[config.mk]
export PLATFORM = sky130hd
export DESIGN_NAME = vmem_scan_reader_flat
export DESIGN_NICKNAME = d
export VERILOG_FILES = /design/src/rtl/vmem_scan_reader_pkg.sv /design/src/rtl/vmem_scan_reader_if.sv /design/src/rtl/vmem_scan_reader_skid_buf.sv /design/src/rtl/vmem_scan_reader.sv /design/src/flat_wrapper.sv
export SDC_FILE = /design/constraint.sdc
export NUM_CORES = 1
export LEC_CHECK = 0
export BUFFER_PORTS_ARGS = -buffer_cell sky130_fd_sc_hd__buf_2
export CORE_ASPECT_RATIO = 0.75
export CORE_MARGIN = 2
export CORE_UTILIZATION = 58
export DETAILED_ROUTE_END_ITERATION = 7
export GPL_TIMING_DRIVEN = 0
export PLACE_DENSITY = 0.82
export SLEW_MARGIN = 15
export SYNTH_ARGS = -nofsm -noshare
export SYNTH_HDL_FRONTEND = slang
export SYNTH_HIERARCHICAL = 1
export SYNTH_SLANG_ARGS = --single-unit
[constraint.sdc]
create_clock -name Clck -period 3.35 [get_ports Clck]
set_input_delay 0.67 -clock Clck [delete_from_list [all_inputs] [get_ports Clck]]
set_output_delay 0.67 -clock Clck [all_outputs]
set_load 0.01 [all_outputs]
[src/rtl/vmem_scan_reader_pkg.sv]
`default_nettype none
// ============================================================================
// Package : vmem_pkg
// Brief   : Shared frame geometry, state encoding and pixel word layout.
// Rev     : 1.0
// ============================================================================
package vmem_pkg;

    localparam int WIDTH       = 34;
    localparam int HEIGHT      = 33;
    localparam int DATA_W      = 3;
    localparam int ADDR_W      = 11;
    localparam int XY_W        = 6;
    localparam int FRAME_WORDS = WIDTH * HEIGHT;
    localparam int PIX_W       = 2 * XY_W + DATA_W;

    localparam logic [ADDR_W-1:0] ADDR_LAST = ADDR_W'(FRAME_WORDS - 1);
    localparam logic [XY_W-1:0]   X_LAST    = XY_W'(WIDTH - 1);
    localparam logic [XY_W-1:0]   Y_LAST    = XY_W'(HEIGHT - 1);

    localparam logic [1:0] c_IDLE  = 2'd0;
    localparam logic [1:0] c_READ  = 2'd1;
    localparam logic [1:0] c_DRAIN = 2'd2;
    localparam logic [1:0] c_DONE  = 2'd3;

    typedef struct packed {
        logic [XY_W-1:0]   x;
        logic [XY_W-1:0]   y;
        logic [DATA_W-1:0] colour;
    } pix_t;

endpackage
`default_nettype wire

[src/rtl/vmem_scan_reader_if.sv]
`default_nettype none
// ============================================================================
// Interface : vmem_scan_reader_if
// Brief     : Pixel stream (colour + x/y) with valid/ready handshake.
// Rev       : 1.0
// ============================================================================
interface vmem_scan_reader_if;
    import vmem_pkg::*;

    logic [DATA_W-1:0] pix_data;
    logic [XY_W-1:0]   pix_x;
    logic [XY_W-1:0]   pix_y;
    logic              pix_valid;
    logic              pix_ready;

    modport master (output pix_data, output pix_x, output pix_y, output pix_valid,
                    input  pix_ready);
    modport slave  (input  pix_data, input  pix_x, input  pix_y, input  pix_valid,
                    output pix_ready);
endinterface
`default_nettype wire

[src/rtl/vmem_scan_reader_skid_buf.sv]
`default_nettype none
// ============================================================================
// Module : vmem_skid_buf
// Brief  : Two-entry valid/ready buffer for pixel words; exposes occupancy.
// Rev    : 1.0
// ============================================================================
module vmem_skid_buf
    import vmem_pkg::*;
(
    input  wire              clk,
    input  wire              rst_n,
    input  wire              i_push,
    input  wire [PIX_W-1:0]  i_word,
    input  wire              i_pop,
    output logic             o_valid,
    output logic [PIX_W-1:0] o_word,
    output logic [1:0]       o_occ
);

    logic [PIX_W-1:0] r_slot [2];
    logic             r_wr_ptr;
    logic             r_rd_ptr;
    logic [1:0]       r_count;
    logic             w_pop;

    assign w_pop = i_pop & (r_count != 2'd0);

    // Upstream credit keeps pushes away from a full buffer.
    always_ff @(posedge clk or negedge rst_n) begin
        if (!rst_n) begin
            r_slot[0] <= '0;
            r_slot[1] <= '0;
            r_wr_ptr  <= 1'b0;
            r_rd_ptr  <= 1'b0;
            r_count   <= 2'd0;
        end else begin
            if (i_push) begin
                r_slot[r_wr_ptr] <= i_word;
                r_wr_ptr         <= ~r_wr_ptr;
            end
            if (w_pop) begin
                r_rd_ptr <= ~r_rd_ptr;
            end
            r_count <= r_count + {1'b0, i_push} - {1'b0, w_pop};
        end
    end

    assign o_valid = (r_count != 2'd0);
    assign o_word  = r_slot[r_rd_ptr];
    assign o_occ   = r_count;

endmodule
`default_nettype wire

[src/rtl/vmem_scan_reader.sv]
`default_nettype none
// ============================================================================
// Module : vmem_scan_reader
// Brief  : Walks videoMem in raster order and streams pixels over valid/ready.
// Rev    : 1.0
// ============================================================================
module vmem_scan_reader
    import vmem_pkg::*;
(
    input  wire                Clck,
    input  wire                Resetn,
    input  wire                in_cont_signal,
    output logic               out_cont_signal,
    input  wire                next_out_cont_signal,
    output logic [ADDR_W-1:0]  mem_address,
    input  wire  [DATA_W-1:0]  mem_q,
    output logic               busy,
    vmem_scan_reader_if.master pix
);

    logic [1:0]        r_state;
    logic [ADDR_W-1:0] r_addr;
    logic [XY_W-1:0]   r_x;
    logic [XY_W-1:0]   r_y;
    logic              r_inflight;
    logic [XY_W-1:0]   r_fl_x;
    logic [XY_W-1:0]   r_fl_y;
    logic              r_out_cont;

    logic [1:0]        w_occ;
    logic              w_head_valid;
    logic              w_pop;
    logic [2:0]        w_pending;
    logic              w_issue;
    logic              w_last_pop;
    pix_t              w_push_word;
    pix_t              w_head;

    // A pop this cycle frees a slot, which keeps one pixel per cycle with ready held high.
    assign w_pop       = w_head_valid & pix.pix_ready;
    assign w_pending   = {1'b0, w_occ} + {2'b00, r_inflight} - {2'b00, w_pop};
    assign w_issue     = (r_state == c_READ) && (w_pending < 3'd2);
    assign w_last_pop  = w_pop && (w_head.x == X_LAST) && (w_head.y == Y_LAST);
    assign w_push_word = {r_fl_x, r_fl_y, mem_q};

    vmem_skid_buf u_skid (
        .clk     (Clck),
        .rst_n   (Resetn),
        .i_push  (r_inflight),
        .i_word  (w_push_word),
        .i_pop   (w_pop),
        .o_valid (w_head_valid),
        .o_word  (w_head),
        .o_occ   (w_occ)
    );

    always_ff @(posedge Clck or negedge Resetn) begin
        if (!Resetn) begin
            r_state    <= c_IDLE;
            r_out_cont <= 1'b0;
        end else begin
            case (r_state)
                c_IDLE:  if (in_cont_signal) r_state <= c_READ;
                c_READ:  if (w_issue && (r_addr == ADDR_LAST)) r_state <= c_DRAIN;
                c_DRAIN: if (w_last_pop) begin
                    r_state    <= c_DONE;
                    r_out_cont <= 1'b1;
                end
                c_DONE:  if (next_out_cont_signal) begin
                    r_state    <= c_IDLE;
                    r_out_cont <= 1'b0;
                end
                default: r_state <= c_IDLE;
            endcase
        end
    end

    // Counters rewind on the final issue so the next frame starts at address 0.
    always_ff @(posedge Clck or negedge Resetn) begin
        if (!Resetn) begin
            r_addr     <= '0;
            r_x        <= '0;
            r_y        <= '0;
            r_inflight <= 1'b0;
            r_fl_x     <= '0;
            r_fl_y     <= '0;
        end else begin
            r_inflight <= w_issue;
            if (w_issue) begin
                r_fl_x <= r_x;
                r_fl_y <= r_y;
                if (r_addr == ADDR_LAST) begin
                    r_addr <= '0;
                    r_x    <= '0;
                    r_y    <= '0;
                end else begin
                    r_addr <= r_addr + ADDR_W'(1);
                    if (r_x == X_LAST) begin
                        r_x <= '0;
                        r_y <= r_y + XY_W'(1);
                    end else begin
                        r_x <= r_x + XY_W'(1);
                    end
                end
            end
        end
    end

    assign mem_address     = r_addr;
    assign out_cont_signal = r_out_cont;
    assign busy            = (r_state != c_IDLE);
    assign pix.pix_valid   = w_head_valid;
    assign pix.pix_x       = w_head.x;
    assign pix.pix_y       = w_head.y;
    assign pix.pix_data    = w_head.colour;

endmodule
`default_nettype wire

[src/flat_wrapper.sv]
// flat-port wrapper written by rule: the top's interface ports become plain ports
module vmem_scan_reader_flat import vmem_pkg::*;
  (Clck, Resetn, in_cont_signal, out_cont_signal, next_out_cont_signal, mem_address, mem_q, busy, pix_pix_data, pix_pix_x, pix_pix_y, pix_pix_valid, pix_pix_ready);
  vmem_scan_reader_if pix_i ();
  input  wire Clck;
  input  wire Resetn;
  input  wire in_cont_signal;
  output logic out_cont_signal;
  input  wire next_out_cont_signal;
  output logic [ADDR_W-1:0] mem_address;
  input  wire  [DATA_W-1:0] mem_q;
  output logic busy;
  output wire logic [$bits(pix_i.pix_data)-1:0] pix_pix_data;
  output wire logic [$bits(pix_i.pix_x)-1:0] pix_pix_x;
  output wire logic [$bits(pix_i.pix_y)-1:0] pix_pix_y;
  output wire logic [$bits(pix_i.pix_valid)-1:0] pix_pix_valid;
  input wire logic [$bits(pix_i.pix_ready)-1:0] pix_pix_ready;
  assign pix_pix_data = pix_i.pix_data;
  assign pix_pix_x = pix_i.pix_x;
  assign pix_pix_y = pix_i.pix_y;
  assign pix_pix_valid = pix_i.pix_valid;
  assign pix_i.pix_ready = pix_pix_ready;
  vmem_scan_reader u_core (.Clck(Clck), .Resetn(Resetn), .in_cont_signal(in_cont_signal), .out_cont_signal(out_cont_signal), .next_out_cont_signal(next_out_cont_signal), .mem_address(mem_address), .mem_q(mem_q), .busy(busy), .pix(pix_i));
endmodule
# ---- Yosys cells after proc, flatten, opt, wreduce, memory -nomap -nowiden
# Cells that the tools add are included.
dict set report word_totals {
  input_bits 8
  elab_cells 73
  regBits 73
}
dict set report classes {
  eq_ne 11
  n_bitwise 6
  addsub 7
  n_reduce_logical 13
  magnitude_cmp 4
  muxes 19
}
# cell n
set op_table {}
lappend op_table {{15-bit two-way mux} 4}
lappend op_table {{30-bit bitwise mux} 1}
lappend op_table {{6-bit two-way mux} 4}
lappend op_table {{6-bit equality test (second input constant)} 3}
lappend op_table {{15-bit demux with 1-bit select} 1}
lappend op_table {{6-bit by 1-bit adder with 6-bit output (second input constant)} 2}
lappend op_table {{11-bit by 1-bit adder with 11-bit output (second input constant)} 1}
lappend op_table {{11-bit equality test (second input constant)} 1}
lappend op_table {{11-bit two-way mux} 1}
lappend op_table {{2-bit two-way mux} 4}
lappend op_table {{2-bit one-hot mux with 4 select lines} 1}
lappend op_table {{2-bit nonzero test} 4}
lappend op_table {{2-bit != test (second input constant)} 3}
lappend op_table {{1-bit logical AND} 5}
lappend op_table {{2-bit equality test (second input constant)} 2}
lappend op_table {{2-bit greater-or-equal comparator (second input constant)} 2}
lappend op_table {{1-bit NOT with 2-bit output} 2}
lappend op_table {{4-bit AND reduction} 1}
lappend op_table {{2-bit by 1-bit adder with 3-bit output} 1}
lappend op_table {{3-bit by 2-bit less-than comparator with 1-bit output (second input constant)} 1}
lappend op_table {{3-bit AND reduction} 1}
lappend op_table {{3-bit by 1-bit subtractor with 3-bit output} 1}
lappend op_table {{2-bit by 1-bit adder with 2-bit output} 1}
lappend op_table {{1-bit AND} 2}
lappend op_table {{other kinds (9)} 11}

# ---- Depth between registers and ports, before layout
# Gate-level depths: netlist (run 1).
dict set report logic_depth {
  word_depth 9
  mapped_depth 12
  depth_no_buf 11
}

# ---- By module
# The synthesis (run 1) kept the hierarchy.
# mod cells_each seq_area_each_um2 n_inst area_each_um2
set by_module_without_submodules {}
lappend by_module_without_submodules {vmem_scan_reader 207 975.9 1 2034.5}
lappend by_module_without_submodules {vmem_skid_buf 96 850.8 1 1537.7}

# ---- Least setup slack after synthesis (run 1)
# Ideal clock, no wire load.
dict set report synth_timing {
  path_type {reg-to-reg}
  start {register u_core.u_skid.r_count[1], in the netlist u_core/u_skid/o_occ[1]}
  end {register u_core.r_addr[10], in the netlist u_core/mem_address[10]}
  required_ns 3.273
  path_stages_with_launch 11
  path_slack_ns 0.256
  arrival_ns 3.016
  synth_period_minus_slack_ns 3.094
  cell_sequence {dfrtp_1 or2_2 nand2_1 inv_1 ha_1 nand2b_1 fa_1 xor2_1 or3_1 or4_1 a21oi_1}
}
dict set report synth_via {
  elab_chain_cells 5
}
# element line_no
set synth_rtl {}
lappend synth_rtl {{from (decl)} vmem_scan_reader_skid_buf.sv:23} ;# logic [1:0] r_count;
lappend synth_rtl {{from (signal assigned)} vmem_scan_reader_skid_buf.sv:44} ;# r_count <= r_count + {1'b0, i_push} - {1'b0, w_pop};
lappend synth_rtl {{2-bit nonzero test} vmem_scan_reader_skid_buf.sv:48} ;# assign o_valid = (r_count != 2'd0);
lappend synth_rtl {{net pix_pix_valid} flat_wrapper.sv:16} ;# output wire logic [$bits(pix_i.pix_valid)-1:0] pix_pix_valid;
lappend synth_rtl {{1-bit AND} vmem_scan_reader.sv:40} ;# assign w_pop = w_head_valid & pix.pix_ready;
lappend synth_rtl {{net u_core.w_pop} vmem_scan_reader.sv:32} ;# logic w_pop;
lappend synth_rtl {{3-bit by 1-bit subtractor with 3-bit output} vmem_scan_reader.sv:41} ;# assign w_pending = {1'b0, w_occ} + {2'b00, r_inflight} - {2'b00, w_pop};
lappend synth_rtl {{3-bit by 2-bit less-than comparator with 1-bit output} vmem_scan_reader.sv:42} ;# assign w_issue = (r_state == c_READ) && (w_pending < 3'd2);
lappend synth_rtl {{1-bit logical AND} vmem_scan_reader.sv:42}
lappend synth_rtl {{to (signal assigned)} vmem_scan_reader.sv:97} ;# r_addr <= r_addr + ADDR_W'(1);
lappend synth_rtl {{to (decl)} vmem_scan_reader.sv:22} ;# logic [ADDR_W-1:0] r_addr;
# The timed path passes the listed nets, and every way through them passes these cells.
# A chain may end at the register's enable or synchronous reset.

# ---- Worst setup path after layout (run 1)
dict set report layout_timing {
  start {register u_core.u_skid.r_count[0], in the netlist u_core/u_skid/o_occ[0]}
  end {register u_core.r_addr[10], in the netlist u_core/mem_address[10]}
}
dict set report layout_via {
  elab_chain_cells 5
}
# element line_no
set layout_rtl {}
lappend layout_rtl {{2-bit nonzero test} vmem_scan_reader_skid_buf.sv:48}
lappend layout_rtl {{1-bit AND} vmem_scan_reader.sv:40}
lappend layout_rtl {{net u_core.w_pop} vmem_scan_reader.sv:32}
lappend layout_rtl {{3-bit by 1-bit subtractor with 3-bit output} vmem_scan_reader.sv:41}
lappend layout_rtl {{3-bit by 2-bit less-than comparator with 1-bit output} vmem_scan_reader.sv:42}
lappend layout_rtl {{1-bit logical AND} vmem_scan_reader.sv:42}
# The timed path passes the listed nets, and every way through them passes these cells.

==> metrics.md, run 1 <==
| Metric | Value |
|---|---|
| Finished Cell Area | 4150 um2 |
| Post-synthesis average cell area | 11.8 um2 |
| Post-synth cell types | 43 |
| Area of the multi-input gates | 1630 um2 |
| Critical path data required time | 3620 ps |
| Die area | 6810 um2 |
| CP Class | register to register |
| Met3 GRT Util | 0.0706 |
| DRT Pass-1 Iters | 4 |
| Fillers | 427 |
| Max-slew violation count | 0 |
| Nets | 375 |
| DRT iter0 DRCs | 163 |
| CTS Buffer Depth | 2 |
| Max Cap Viol | 0 |
| Clk network pwr share | 0.210 |
| Clk_lat worst skew | 350 ps |
| Initial Utilization | 0.607 |
| Pin count of the biggest net entering global routing | 62 |
| DRT antenna net count | 0 |
| Vias | 2442 |
| Initial antenna violation count | 0 |
| Die W | 94.6 um |
| TNS Setup | 0 ps |
| TritonCTS clock tree | built |
| Post-synth EDFFs | 0 |
| Tmin final | 3210 ps |
| Root buffer cell | clkbuf_8 |
| Register area share after synthesis | 0.511 |
| Wirelength per Cell | 16.0 um |
| Hold WC Path Type | input pin to asynchronous set/reset pin |
| Grt met2 use | 0.349 |
| Drt drc | 0 |
| Final worst path period share | 0.959 |
| P per Cell Area | 950 nW/um2 |
| Layout area overhead | 16.2% |
| Critical Path Start Type | register |
| Sw Share | 0.379 |
| Maximum vdd drop | 0.785 mV |
| Vias in the first global route | 2402 |
| CTS Buf Count | 9 |
| Syn Inst Count | 303 |
| Mapped Nets | 325 |
| Post-DP Area | 3880 um2 |
| Max Clk Rate | 311 MHz |
| Fin Clk Skew | 8.49 ps |
| Sequential power share | 0.365 |
| GRT met1 Usage | 0.322 |
| Top FF cell, synth | dfrtp_1 |
| Share of layout cells above drive strength 1 | 0.327 |
| Clock Sink Count | 73 |
| WP data arrival | 3490 ps |
| Core Region | 5890 um2 |
| Max_slew headroom | 0.479 |
| Yosys Warn Count | 6 |
| RSZ-0062 raised after global routing | no |
| Antenna Cells | 0 |
| Max H-tree Level | 3 |
| Worst-path clk slew | 80 ps |
| Maximum net fanout on the critical path | 5 |
| Synthesized cell area | 3570 um2 |
| Final setup fails | 0 |
| Die H | 72.0 um |
| Register area | 1830 um2 |
| Gate power share | 0.425 |
| Synth async-reset ratio | 1.00 |
| First-pass GRT wire length | 11700 um |
| # IOs | 37 |
| NetSw | 1490 uW |
| # rows | 24 |
| GR peak layer | met2 |
| GRT overflow | 0 |
| Static leakage | 0.00204 uW |
| Seq cells post-synth | 73 |
| GP Congestion | 0.887 |
| Final WL | 6970 um |
| Cell count after placement | 418 |
| Worst reg2reg startpoint | u_core/u_skid/o_occ[0] |
| Worst-Margin Slew | 771 ps |
| Port bufs | 36 |
| Hold buffers post-CTS | 0 |
| Drt via density | 5.60 |
| Global Route Usage Sum | 0.226 |
| Worst hold margin | 161 ps |
| Final hold violation count | 0 |
| DP HPWL | 5060 um |
| CP Capture Type | register |
| Pint | 2450 uW |
| Post-route insts no fill | 436 |
| Status | complete, no violations |
| CP startpoint | u_core/u_skid/o_occ[0] |
==> flip-flops by register name, indices dropped and copies added (netlist names) <==
name,flops
u_core/u_skid/r_wr_ptr,1
u_core/r_state,2
u_core/r_y,6
u_core/out_cont_signal,1
u_core/mem_address,11
u_core/u_skid/r_slot,30
u_core/u_skid/r_rd_ptr,1
u_core/r_x,6
u_core/r_fl_x,6
u_core/r_inflight,1
u_core/u_skid/o_occ,2
u_core/r_fl_y,6
==> power groups by stage <==
| stage | logic, uW | clock network (uW) | registers, uW |
|---|---|---|---|
| floorplan | 1170 | 0 | 1400 |
| global placement | 1540 | 0 | 1440 |
| detailed placement | 1610 | 0 | 1470 |
| CTS | 1630 | 842 | 1450 |
| global route | 1860 | 880 | 1490 |
| finish | 1670 | 828 | 1440 |
==> synth_stat cells, types with 3 or more instances <==
master    number  share of area
a21oi_1        4         0.0056
and2_1         3         0.0053
and4_1         3         0.0074
clkbuf_1       3         0.0032
dfrtp_1       73           0.51
ha_1          13          0.046
inv_1         17          0.018
mux2_2        35           0.11
mux2_4        11          0.046
nand2_1       44          0.046
nand2b_1       3         0.0053
nand3_1       11          0.015
nand4_1        4         0.0070
nor2_1         9         0.0095
nor4_1         6          0.011
o211ai_1       3         0.0063
o21ai_0        8          0.011
o31ai_1        3         0.0063
or3_1          3         0.0053
or4_1          4         0.0084
xnor2_1       11          0.027
xor2_1         5          0.012
==> layout make-up <==
type                    count  area share
plain buffers               8      0.0148
clock buffers               9      0.0298
clock inverters             7      0.0283
inverters                  17      0.0154
multi-input cells         205       0.394
flip-flops and latches     73       0.440
well taps                  78      0.0235
repair buffers             39      0.0542
==> timing repair <==
action	4_1_cts	5_1_grt
setup endpoints to repair	11	29
setup buffers	0	2
resized for setup	2	3
==> metal layers <==
layer,vias to the layer above,part of all wire
li1,1171,-
met1,1204,0.47
met2,63,0.47
met3,4,0.049
met4,0,0.0039
met5,-,0
==> worst max-delay path, cell delays in order (launching register included) <==
cell	delay, ps
dfrtp_1	400
or2_2	320
nand2_2	120
inv_1	70
ha_1	260
nand2b_1	160
fa_2	570
nand2_1	130
or3_1	440
or4_1	510
a21oi_1	150
==> layout by cell type, fill, tap and decap left out, types with 3 or more instances in the layout <==
cell type  count
a21oi_1        4
and2_1         3
and4_1         3
buf_2         37
buf_4          4
bufinv_16      3
clkbuf_8       9
dfrtp_1       72
ha_1          13
inv_1         17
mux2_2        35
mux2_4        11
nand2_1       43
nand2b_1       3
nand3_1       11
nand4_1        4
nor2_1         9
nor4_1         6
o211ai_1       3
o21ai_0        8
o31ai_1        3
or3_1          3
or4_1          4
xnor2_1       10
xor2_1         5
==> per-stage QoR <==
step | utilization | setup WS, ps | total power [uW]
6_report | 0.705 | 136 | 3940
3_3_place_gp | 0.654 | -31.1 | 2980
5_1_grt | 0.705 | 21.7 | 4220
3_5_place_dp | 0.659 | -105 | 3080
4_1_cts | 0.701 | 21.2 | 3920
2_1_floorplan | - | 256 | 2580
==> final timing paths <==
check | to | slack (ps) | cells after the start
setup / recovery | u_core/mem_address[10] | 140 | 10
hold / removal | u_core/u_skid/r_slot[15] | 160 | 1
setup reg to reg | u_core/mem_address[10] | 140 | 10
hold reg to reg | u_core/r_fl_x[5] | 500 | 2
max in group asynchronous | u_core/mem_address[6] | 2640 | 2
min in group Clck | u_core/r_fl_x[5] | 500 | 2
==> logic make-up after synthesis <==
kind of cell,synth area share
and+or+nand+nor,0.145
adders and majority gates,0.0511
xor gates and xnor gates,0.0392
muxes,0.159
DFF,0.511
buffers and inverters,0.0347
AOI/OAI and AO/OA,0.0592
No activity file was read; power rests on OpenSTA's default activity.
==> run 2: changes to the inputs <==
- RECOVER_POWER: default -> 25
- clock period: 3.35 -> 3.1 ns (I/O delays scaled with it)
==> run 2 against run 1 <==
Against the previous run: clock power rose by 7.7%; global-route usage rose by 0.32 points; cell count is 0.23% higher; flip-flop and latch count unchanged; critical path depth did not move; sequential power grew 8%; fmax up 5.9%; the flow now finishes with violations (capacitance limit); largest power group unchanged; highest routed layer unchanged.
==> metrics.md, run 2 (synthesized netlist as in run 1, its figures left out) <==
| Metric | Value |
|---|---|
| Status | finished, violations left (was complete, no violations) |
| Violated checks | capacitance limit |
| DP HPWL | 5060 um (unchanged) |
| First-pass GRT wire length | 11800 um (was 11700 um) |
| Worst-Margin Slew | 1490 ps (was 771 ps) |
| Maximum net fanout on the critical path | 5 (unchanged) |
| Max H-tree Level | 3 (unchanged) |
| CP Capture Type | register (unchanged) |
| Die H | 72.0 um (unchanged) |
| CTS Buf Count | 9 (unchanged) |
| Sequential power share | 0.361 (was 0.365) |
| Drt drc | 0 (unchanged) |
| GP Congestion | 0.887 (unchanged) |
| Commonest non-fill, non-tap cell in the layout | dfrtp_1 (unchanged) |
| Final WL | 7140 um (was 6970 um) |
| Vias in the first global route | 2424 (was 2402) |
| Fin Clk Skew | 8.96 ps (was 8.49 ps) |
| Drt via density | 5.68 (was 5.60) |
| Clk_lat worst skew | 340 ps (was 350 ps) |
| Max Clk Rate | 329 MHz (was 311 MHz) |
| Max_slew headroom | 0.00949 (was 0.479) |
| FF-to-FF setup slack | 60 ps (was 140 ps) |
| Tmin final | 3040 ps (was 3210 ps) |
| Worst slack, placed | -355 ps (was -105 ps) |
| Initial Utilization | 0.607 (unchanged) |
| Critical path data required time | 3370 ps (was 3620 ps) |
| Max Cap Viol | 1 (was 0) |
| NetSw | 1650 uW (was 1490 uW) |
| WP data arrival | 3310 ps (was 3490 ps) |
| P per Cell Area | 1040 nW/um2 (was 950 nW/um2) |
| Final hold violation count | 0 (unchanged) |
| Die W | 94.6 um (unchanged) |
| Critical Path Start Type | register (unchanged) |
| Worst reg2reg startpoint | u_core/u_skid/o_occ[0] (unchanged) |
| Initial antenna violation count | 0 (unchanged) |
| RSZ-0062 raised after global routing | no (unchanged) |
| Share of layout cells above drive strength 1 | 0.340 (was 0.327) |
| Vias | 2481 (was 2442) |
| Pint | 2670 uW (was 2450 uW) |
| Reg2reg end | u_core/mem_address[10] (unchanged) |
| Global Route Usage Sum | 0.229 (was 0.226) |
| Worst reg-to-reg path cell count | 10 (unchanged) |
| Max-slew violation count | 0 (unchanged) |
| Gate power share | 0.433 (was 0.425) |
| Antenna Cells | 0 (unchanged) |
| Root buffer cell | clkbuf_8 (unchanged) |
| Clk network pwr share | 0.207 (was 0.210) |
| DRT Pass-1 Iters | 5 (was 4) |
| Post-DP Area | 3880 um2 (unchanged) |
| Port bufs | 36 (unchanged) |
| CP Class | register to register (unchanged) |
| Sw Share | 0.381 (was 0.379) |
| Commonest cells after routing, fill and taps aside | 72 x dfrtp_1, 41 x nand2_1, 37 x buf_2 (was 72 x dfrtp_1, 43 x nand2_1, 37 x buf_2) |
| Static leakage | 0.00204 uW (about the same) |
| Largest Register | u_core/u_skid/r_slot (unchanged) |
| # rows | 24 (unchanged) |
| Largest register FFs | 30 (unchanged) |
| Finished Cell Area | 4170 um2 (was 4150 um2) |
| Final worst setup slack | 64.7 ps (was 136 ps) |
| Fillers | 426 (was 427) |
| DRT iter0 DRCs | 190 (was 163) |
| Die area | 6810 um2 (unchanged) |
| GRT overflow | 0 (unchanged) |
| Worst hold margin | 291 ps (was 161 ps) |
| Wirelength per Cell | 16.3 um (was 16.0 um) |
| Core Region | 5890 um2 (unchanged) |
| # IOs | 37 (unchanged) |
| Maximum vdd drop | 0.855 mV (was 0.785 mV) |
| Pin count of the biggest net entering global routing | 62 (unchanged) |
| CTS Buffer Depth | 2 (unchanged) |
| Final setup fails | 0 (unchanged) |
| Cell count after placement | 418 (unchanged) |
| Post-route insts no fill | 437 (was 436) |
| Final worst path period share | 0.979 (was 0.959) |
| DRT antenna net count | 0 (unchanged) |
| TritonCTS clock tree | built (unchanged) |
| Fin util | 0.708 (was 0.705) |
| Nets | 376 (was 375) |
| Clock Sink Count | 73 (unchanged) |
| Hold WC Path Type | input pin to asynchronous set/reset pin (unchanged) |
| Hold buffers post-CTS | 0 (unchanged) |
| Layout area overhead | 16.6% (was 16.2%) |
| Worst-path clk slew | 80 ps (about the same) |
run 2: changes by cell type in the layout (fill, tap and decap cells not counted):
cell and delta:
or2_2 -1, a21oi_2 +1, nand2_4 +2, or3_4 +1, or2_4 +1, clkbuf_1 +1, nand2_1 -2, nand2b_1 -1
nand2b_4 +1, clkbuf_2 +1, a21oi_1 -1, buf_16 -1, or3_1 -1
run 2: what timing repair did:
| action | in CTS | in global routing |
|---|---|---|
| gates resized for setup | 9 | 4 |
| endpoints found under the setup margin | 30 | 29 |
| buffers inserted | 2 | 1 |
| pin swaps | 2 | 2 |
| gates cloned | 0 | 0 |
run 2: worst max path at each step:
stage,start,to,slack [ps]
6_report,u_core/u_skid/o_occ[0],u_core/mem_address[10],60
5_1_grt,u_core/u_skid/o_occ[0],u_core/mem_address[10],20
4_1_cts,u_core/u_skid/o_occ[1],u_core/mem_address[10],20
3_5_place_dp,u_core/u_skid/o_occ[1],u_core/r_x[1],-350
3_3_place_gp,u_core/u_skid/o_occ[1],u_core/r_x[1],-280
2_1_floorplan,u_core/u_skid/o_occ[1],u_core/mem_address[10],6
run 2: critical path: stages, from the launching register on:
cell	delay, ps
dfrtp_1	390
or2_4	270
nand2_4	90
inv_1	60
ha_1	280
nand2b_4	140
fa_2	590
nand2_4	80
or3_4	400
or4_1	530
a21oi_2	130
run 2: power by group through the flow:
| stage | sequential (uW) | clock (uW) | combinational (uW) |
|---|---|---|---|
| floorplan | 1520 | 0 | 1270 |
| global placement | 1560 | 0 | 1660 |
| detailed placement | 1590 | 0 | 1740 |
| CTS | 1550 | 910 | 1840 |
| global route | 1600 | 951 | 2070 |
| finish | 1560 | 892 | 1870 |
run 2: final cells by class:
class                   count  area [um2]  area share
clock buffers               9         124      0.0297
multi-input cells         205        1670       0.400
well taps                  78        97.6      0.0234
clock inverters             7         118      0.0282
repair buffers             40         206      0.0495
plain buffers               8        61.3      0.0147
flip-flops and latches     73        1830       0.439
inverters                  17        63.8      0.0153
run 2: metal layers:
| metal | up-vias | wire, um | part of all wire | global-route usage |
|---|---|---|---|---|
| li1 | 1171 | - | - | - |
| met1 | 1240 | 3340 | 0.47 | 0.324 |
| met2 | 67 | 3460 | 0.48 | 0.358 |
| met3 | 3 | 323 | 0.045 | 0.0706 |
| met4 | 0 | 21 | 0.0029 | 0.0403 |
| met5 | - | 0 | 0 | 0 |
run 2: through the flow:
step                      power (uW)  TNS, ps
after global placement          3220    -3060
final                           4320        0
after detailed placement        3330    -5280
after CTS                       4300        0
after floorplan                 2790        0
after global routing            4620        0
==> run 3: changes to the inputs <==
--- a/config.mk
+++ b/config.mk
@@ -7,4 +7,5 @@
 export LEC_CHECK = 0
 export BUFFER_PORTS_ARGS = -buffer_cell sky130_fd_sc_hd__buf_2
+export CAP_MARGIN = 20
 export CORE_ASPECT_RATIO = 0.75
 export CORE_MARGIN = 2
==> constraint.sdc (replaced) <==
create_clock -name Clck -period 3.1 [get_ports Clck]
set_input_delay 0 -clock Clck [delete_from_list [all_inputs] [get_ports Clck]]
set_output_delay 0 -clock Clck [all_outputs]
set_load 0.01 [all_outputs]
==> run 3 against run 2 <==
Against the previous run: the flow still finishes with violations (capacitance limit); critical path depth unchanged; clock skew about the same; die area unchanged; largest cell class unchanged; routed wire length up 0.32%; worst hold slack worse by 170 ps; utilization up 0.85 points.
==> metrics.md, run 3 (synthesized netlist as in run 1, its figures left out) <==
| Metric | Value |
|---|---|
| Cell count after placement | 418 (unchanged) |
| Origin of the worst min-delay path | in_cont_signal |
| Nets | 381 (was 376) |
| RSZ-0062 raised after global routing | no (unchanged) |
| Initial Utilization | 0.607 (unchanged) |
| Worst-path clk slew | 70 ps (was 80 ps) |
| Post-route insts no fill | 442 (was 437) |
| Maximum vdd drop | 0.850 mV (was 0.855 mV) |
| Max Clk Rate | 331 MHz (was 329 MHz) |
| Layout area overhead | 18.0% (was 16.6%) |
| Share of layout cells above drive strength 1 | 0.335 (was 0.340) |
| Die H | 72.0 um (unchanged) |
| Antenna Cells | 0 (unchanged) |
| TNS Setup | 0 ps (unchanged) |
| # IOs | 37 (unchanged) |
| Die W | 94.6 um (unchanged) |
| NetSw | 1650 uW (about the same) |
| FF-to-FF setup slack | 80 ps (was 60 ps) |
| Port bufs | 36 (unchanged) |
| Final worst path period share | 0.975 (was 0.979) |
| Max Cap Viol | 1 (unchanged) |
| Worst-Margin Slew | 1490 ps (about the same) |
| Sw Share | 0.381 (about the same) |
| Drt drc | 0 (unchanged) |
| Register area | 1830 um2 (unchanged) |
| DRT iter0 DRCs | 176 (was 190) |
| Wirelength per Cell | 16.2 um (was 16.3 um) |
| Max_slew headroom | 0.00935 (was 0.00949) |
| Static leakage | 0.00206 uW (was 0.00204 uW) |
| Final setup fails | 0 (unchanged) |
| Clock Sink Count | 73 (unchanged) |
| DRT Pass-1 Iters | 4 (was 5) |
| Sequential power share | 0.360 (was 0.361) |
| Worst slack, placed | -355 ps (unchanged) |
| Largest Register | u_core/u_skid/r_slot (unchanged) |
| Clk network pwr share | 0.206 (was 0.207) |
| Hold WC Path Type | input pin to register (was input pin to asynchronous set/reset pin) |
| Global Route Usage Sum | 0.231 (was 0.229) |
| CP Class | register to register (unchanged) |
| Pwr Total | 4320 uW (about the same) |
| P per Cell Area | 1030 nW/um2 (was 1040 nW/um2) |
| Status | finished, violations left (unchanged) |
| Fin Clk Skew | 9.10 ps (was 8.96 ps) |
| Die area | 6810 um2 (unchanged) |
| Largest register FFs | 30 (unchanged) |
| GRT overflow | 0 (unchanged) |
| Commonest non-fill, non-tap cell in the layout | dfrtp_1 (unchanged) |
| Fillers | 419 (was 426) |
| Initial antenna violation count | 0 (unchanged) |
| Final WL | 7160 um (was 7140 um) |
| GP Congestion | 0.887 (unchanged) |
| Area of the multi-input gates | 1670 um2 (unchanged) |
| Final hold violation count | 0 (unchanged) |
| Pin count of the biggest net entering global routing | 62 (unchanged) |
| Drt via density | 5.62 (was 5.68) |
| Clk_lat worst skew | 350 ps (was 340 ps) |
| CTS Buffer Depth | 2 (unchanged) |
| Critical path data required time | 3380 ps (was 3370 ps) |
| # rows | 24 (unchanged) |
| DP HPWL | 5060 um (unchanged) |
| CP startpoint | u_core/u_skid/o_occ[0] (unchanged) |
| Critical Path Start Type | register (unchanged) |
| DRT antenna net count | 0 (unchanged) |
| Gate power share | 0.434 (was 0.433) |
| Finished Cell Area | 4220 um2 (was 4170 um2) |
| First-pass GRT wire length | 11900 um (was 11800 um) |
| Worst reg2reg startpoint | u_core/u_skid/o_occ[0] (unchanged) |
| Commonest cells after routing, fill and taps aside | 72 x dfrtp_1, 41 x nand2_1, 37 x buf_2 (unchanged) |
| Core Region | 5890 um2 (unchanged) |
| Vias | 2486 (was 2481) |
| TritonCTS clock tree | built (unchanged) |
| CTS Buf Count | 9 (unchanged) |
| Final worst setup slack | 76.6 ps (was 64.7 ps) |
| Vias in the first global route | 2443 (was 2424) |
| Max H-tree Level | 3 (unchanged) |
| Max-slew violation count | 0 (unchanged) |
| Violated checks | capacitance limit (unchanged) |
| Pint | 2680 uW (was 2670 uW) |
| CP Capture Type | register (unchanged) |
| Maximum net fanout on the critical path | 5 (unchanged) |
| Tmin final | 3020 ps (was 3040 ps) |
| WP data arrival | 3300 ps (was 3310 ps) |
| Root buffer cell | clkbuf_8 (unchanged) |
| Post-DP Area | 3880 um2 (unchanged) |
==> run 3: cell count changes in the layout (fill, tap and decap cells not counted), sizes merged <==
| cell | previous run | this run |
|---|---|---|
| dlygate4sd3 | 0 | 5 |
==> run 3: final timing paths <==
kind	to	cells after the start
max	u_core/mem_address[10]	10
min	u_core/r_state[0]	4
max reg2reg	u_core/mem_address[10]	10
min reg2reg	u_core/r_fl_x[5]	2
max in group asynchronous	u_core/mem_address[6]	3
min in group asynchronous	u_core/u_skid/r_slot[15]	2
==> run 3: power by group through the flow <==
stage	clock network, uW	logic, uW	registers, uW
finish	893	1870	1560
global route	951	2070	1600
CTS	910	1850	1550
detailed placement	0	1740	1590
global placement	0	1660	1560
floorplan	0	1270	1520
==> run 3: area by class of cell <==
| cell class | count | share of cell area |
|---|---|---|
| flip-flops and latches | 73 | 0.434 |
| plain buffers | 8 | 0.0145 |
| well taps | 78 | 0.0231 |
| inverters | 17 | 0.0151 |
| clock buffers | 9 | 0.0294 |
| repair buffers | 45 | 0.0608 |
| multi-input cells | 205 | 0.396 |
| clock inverters | 7 | 0.0279 |
==> run 3: stage by stage <==
| stage | hold WS, ps | utilization |
|---|---|---|
| floorplan | -296 | - |
| global placement | 245 | 0.654 |
| detailed placement | -133 | 0.659 |
| CTS | 26.3 | 0.717 |
| global route | 110 | 0.716 |
| finish | 121 | 0.716 |
==> run 3: what timing repair did <==
item | 4_1_cts | 5_1_grt
pin swaps | 2 | 2
gates resized for setup | 9 | 4
setup endpoints to repair | 30 | 29
buffers inserted | 2 | 1
hold endpoints to repair | 80 | 0
hold buffers | 5 | 0
==> run 3: worst max-delay path, cell delays in order (launching register included) <==
cell and delay [ps]:
dfrtp_1 390, or2_4 270, nand2_4 90, inv_1 60, ha_1 280, nand2b_4 140
fa_2 590, nand2_4 80, or3_4 400, or4_1 530, a21oi_2 130
==> run 3: layer usage <==
metal | routed length, um | global-route usage | vias up
met3 | 320 | 0.0706 | 6
li1 | - | - | 1184
met1 | 3350 | 0.327 | 1237
met2 | 3460 | 0.362 | 59
met4 | 37 | 0.0403 | 0
met5 | 0 | 0 | -
